$ cat src/rtl/cdc_handshake_tx.sv
// cdc_handshake_tx
// Source-domain end of a four-phase req/ack bundled-data crossing. A word is
// accepted through valid/ready, held on out_data, and announced with req. The
// asynchronous ack is synchronized before the FSM looks at it.
//
// state  | meaning
// -------+-----------------------------------------------------------------
// SETTLE | after reset, let the ack synchronizer fill with the true far level
// IDLE   | in_ready high, waiting for a word
// REQ    | req high, waiting for synchronized ack to rise
// REL    | req low, waiting for synchronized ack to fall
module cdc_handshake_tx #(
  parameter int WIDTH       = 8,
  parameter int SYNC_STAGES = 2,
  parameter int TIMEOUT     = 0
) (
  input  logic             clock,
  input  logic             reset,
  input  logic             in_valid,
  input  logic [WIDTH-1:0] in_data,
  output logic             in_ready,
  output logic             req,
  output logic [WIDTH-1:0] out_data,
  input  logic             ack,
  output logic             done,
  output logic             timeout
);

  typedef enum logic [1:0] {SETTLE, IDLE, REQ, REL} state_t;

  localparam int SW = $clog2(SYNC_STAGES + 1);
  localparam logic [SW-1:0] SETTLE_LAST = SW'(SYNC_STAGES - 1);

  state_t                 state;
  logic                   from_req;
  logic [SW-1:0]          settle_cnt;
  logic [SYNC_STAGES-1:0] sync_q;
  logic                   ack_s;

  // Multi-flop synchronizer for the far-domain acknowledge.
  always_ff @(posedge clock) begin
    if (reset) sync_q <= '0;
    else       sync_q <= {sync_q[SYNC_STAGES-2:0], ack};
  end

  assign ack_s    = sync_q[SYNC_STAGES-1];
  assign in_ready = (state == IDLE);

  // Handshake FSM with registered req, out_data and done.
  always_ff @(posedge clock) begin
    if (reset) begin
      state      <= SETTLE;
      settle_cnt <= '0;
      from_req   <= 1'b0;
      req        <= 1'b0;
      out_data   <= '0;
      done       <= 1'b0;
    end else begin
      done <= 1'b0;
      case (state)
        SETTLE: begin
          if (settle_cnt == SETTLE_LAST) begin
            // Pass through REL so a far side still holding ack is drained first.
            state    <= REL;
            from_req <= 1'b0;
          end else begin
            settle_cnt <= settle_cnt + 1'b1;
          end
        end
        IDLE: begin
          if (in_valid) begin
            out_data <= in_data;
            req      <= 1'b1;
            state    <= REQ;
          end
        end
        REQ: begin
          if (ack_s) begin
            req      <= 1'b0;
            from_req <= 1'b1;
            state    <= REL;
          end
        end
        REL: begin
          if (!ack_s) begin
            done  <= from_req;
            state <= IDLE;
          end
        end
        default: state <= SETTLE;
      endcase
    end
  end

  generate
    if (TIMEOUT > 0) begin : g_timeout
      localparam int TW = $clog2(TIMEOUT + 1);
      localparam logic [TW-1:0] TO_LAST = TW'(TIMEOUT - 1);
      localparam logic [TW-1:0] TO_FULL = TW'(TIMEOUT);

      logic [TW-1:0] to_cnt;
      logic          leave;
      logic          waiting;

      // Any state change restarts the wait measurement.
      always_comb begin
        leave = 1'b0;
        case (state)
          SETTLE:  leave = (settle_cnt == SETTLE_LAST);
          IDLE:    leave = in_valid;
          REQ:     leave = ack_s;
          REL:     leave = !ack_s;
          default: leave = 1'b1;
        endcase
      end

      assign waiting = (state == REQ) || (state == REL);

      // Saturating wait counter; the flag is sticky and never aborts the transfer.
      always_ff @(posedge clock) begin
        if (reset) begin
          to_cnt  <= '0;
          timeout <= 1'b0;
        end else if (leave) begin
          to_cnt <= '0;
        end else if (waiting) begin
          if (to_cnt == TO_LAST) timeout <= 1'b1;
          if (to_cnt != TO_FULL) to_cnt <= to_cnt + 1'b1;
        end
      end
    end else begin : g_no_timeout
      assign timeout = 1'b0;
    end
  endgenerate

endmodule

$ cat config.mk
export PLATFORM = sky130hd
export DESIGN_NAME = cdc_handshake_tx
export DESIGN_NICKNAME = d
export VERILOG_FILES = /design/src/rtl/cdc_handshake_tx.sv
export SDC_FILE = /design/constraint.sdc
export NUM_CORES = 1
export LEC_CHECK = 0
export CAP_MARGIN = 20
export CORE_AREA = 3 3 44 46
export CTS_BUF_LIST = sky130_fd_sc_hd__clkbuf_4
export CTS_CLUSTER_SIZE = 8
export DETAILED_ROUTE_END_ITERATION = 16
export DIE_AREA = 0 0 47 49
export PLACE_DENSITY = 0.76
export SYNTH_ARGS = -nofsm -noshare
export SYNTH_HDL_FRONTEND = slang
export SYNTH_SLANG_ARGS = --single-unit
$ cat constraint.sdc
create_clock -name clock -period 1.7 [get_ports clock]
set_clock_uncertainty 0.1 [all_clocks]
set_input_delay 0.255 -clock clock [delete_from_list [all_inputs] [get_ports clock]]
set_output_delay 0.255 -clock clock [all_outputs]
set_load 0.005 [all_outputs]
==> flow_metrics.py <==
metrics = {
    "die": {
        "die_h_um": 49,
        "dieArea_um2": 2303,
        "dieWidth_um": 47,
        "start_util": 0.4554,
        "rows": 14,
        "io_pins": 24,
        "core_um2": 1541,
    },
    "clock_tree": {
        "clkSinkCount": 17,
        "ctsResizeCount": 0,
        "clk_latency_ps": 280,
        "cts_buffers": 3,
        "post-cts-setup-buffer-count": 0,
        "cts_max_level": 1,
        "clockBufferDepth": 2,
        "clkSlewWorstSetupHoldPaths_ps": 100,
        "cts_tree": "yes",
        "ctsHoldBuffers": 0,
        "cts_root_buf": "clkbuf_4",
    },
    "synthesis": {
        "synthesis.area_um2": 701.9,
        "synth_cell_types": 24,
        "synth_top_area_share": 0.4848,
        "synth-main-ff-cell": "dfxtp_1",
        "ys_seq_area_frac": 0.4848,
        "synth_fp_nets": 92,
        "ys_top_cells_by_area": "dfxtp_1 (48%), a21oi_1 (8.6%), nand2_1 (8.6%)",
        "synth.most_common_cell": "dfxtp_1",
        "yosysTopAreaCell": "dfxtp_1",
        "ys_warn_count": 0,
        "synth_async_sr_flop_share": 0,
        "synth_common_cells": "dfxtp_1 (17), nand2_1 (16), a21oi_1 (12)",
        "postSynthAreaPerCell_um2": 8.885,
        "synthesis.instances": 79,
        "ys_ff_latch": 17,
        "synth_edf_count": 0,
    },
    "pwr": {
        "vdd_drop_max_mv": 0.7615,
        "p_leak_nw": 0.3496,
        "power-per-cell-area_nw_per_um2": 1334,
        "total_power_mw": 1.260,
    },
    "drt": {
        "routed_via_density": 4.881,
        "wl_met3_um": 108,
        "wl_per_cell_um": 10.76,
        "num_vias": 576,
        "routed_wl_mm": 1.270,
        "drt_iter0_markers": 3,
        "drc": 0,
        "firstDrtPassIters": 3,
        "top_layer_used": "met4",
        "drtAntennaViolNets": 0,
        "wl_met2_um": 598,
        "wl_met1_um": 557,
    },
    "global_route": {
        "gr-usage-all-layers": 0.1248,
        "antenna_found_initial": 0,
        "grt_pass1_wl_mm": 2.159,
        "overflow": 0,
        "grt_pass1_vias": 525,
        "grt_max_degree": 13,
    },
    "run_status": {
        "status": "finished, final reports clean",
    },
    "cells_and_area": {
        "drive_above_1_share": 0.1176,
        "n_fill_cell": 144,
        "design_area_um2": 944.7,
        "multi_input_area_um2": 302.8,
        "area_delta_synth_final_pct": 34.58,
        "nNetsFinal": 116,
        "seqCellArea_um2": 340.3,
        "diodes": 0,
    },
    "flow_run": {
        "maxCapViolations": 0,
    },
    "placement": {
        "gp_congestion": 0.7225,
        "hpwl_um": 993.4,
        "io_buffers": 22,
        "postPlaceCellArea_um2": 917.1,
    },
    "sta": {
        "max_freq_mhz": 623.8,
        "hold_ws_ps": 342.9,
        "tns_ps": 0,
        "setup-violations-final": 0,
        "post-route-period-util": 0.9430,
        "slew_viol_final": 0,
        "min_period_ps": 1603,
        "final_hold_viol_count": 0,
        "rsz0062_at_grt": "no",
    },
    "worst_setup_path": {
        "end_kind": "output port",
        "crit_arrival_ps": 1250,
        "crit_fanout": 2,
        "required_ps": 1340,
        "start_kind": "flip-flop",
        "rr_worst_depth": 5,
        "worstSetupPathType": "flip-flop to output port",
    },
    "worst_hold_path": {
        "hold_depth": 1,
        "hp-class": "flip-flop to flip-flop",
    },
}
[critical path, cell delays in order (launching register included)]
cell             delay, ps
dfxtp_1                330
nor2b_1                120
clkdlybuf4s50_1        510
[area by class of cell]
cell class                 count  share of cell area
tap                           16             0.02119
clock buffer                   3             0.02384
multi-input combinational     53              0.3205
sequential                    17              0.3603
inverter                       3             0.01192
clock inverter                 1            0.005298
timing repair buffer          25              0.2570
[sequential cells by signal, summed over array words and instances, names as in the netlist]
register,cells
settle_cnt,2
state,2
from_req,1
done,1
out_data,8
sync_q,2
req,1
[power by group]
group	internal [mW]	total (mW)	switching (mW)
logic	0.285	0.535	0.250
registers	0.479	0.520	0.0409
clock network	0.0872	0.205	0.117
total	0.851	1.26	0.408
[metrics by stage]
stage | util | setup WS [ps] | std cells
6_report | 0.6128 | 96.93 | 118
3_3_place_gp | 0.5950 | 244.0 | 114
4_1_cts | 0.6128 | 77.70 | 118
5_1_grt | 0.6128 | 41.34 | 118
2_1_floorplan | - | 530.5 | 79
3_5_place_dp | 0.5950 | 194.2 | 114
[logic make-up (layout without fill, tap and decap cells)]
logic type / Yosys count / in the layout / share of synthesized area
xor+xnor: 1 / 1 / 0.01248
simple gates: 31 / 31 / 0.2264
mux: 1 / 1 / 0.01604
buf+inv: 9 / 32 / 0.08377
compound gates: 18 / 18 / 0.1533
fa+ha+maj: 1 / 1 / 0.01782
flops: 17 / 17 / 0.4849
other cells: 1 / 1 / 0.005342
[per-layer routing]
metal,vias up,global-route usage
li1,306,-
met1,251,0.1438
met2,17,0.2059
met3,2,0.03321
met4,0,0.05530
met5,-,0
[final timing paths]
path,start,end,slack [ps]
max reg2reg,settle_cnt[1]$_SDFFE_PP0P_,state[1]$_SDFFE_PP0P_,450
min,sync_q[0]$_SDFF_PP0_,sync_q[1]$_SDFF_PP0_,340
min reg2reg,sync_q[0]$_SDFF_PP0_,sync_q[1]$_SDFF_PP0_,340
max,state[0]$_SDFFE_PP0P_,in_ready,100
[layout by cell type (no fill, tap or decap), types with 2 or more instances in the layout]
| cell | netlist | layout |
|---|---|---|
| a21oi_1 | 12 | 12 |
| buf_4 | 2 | 3 |
| clkbuf_4 | 0 | 3 |
| clkdlybuf4s50_1 | 0 | 22 |
| dfxtp_1 | 17 | 17 |
| inv_1 | 3 | 3 |
| nand2_1 | 16 | 16 |
| nor2_1 | 6 | 6 |
| nor2b_1 | 3 | 3 |
| o21ai_0 | 2 | 2 |
No activity file was read; power rests on OpenSTA's default activity.
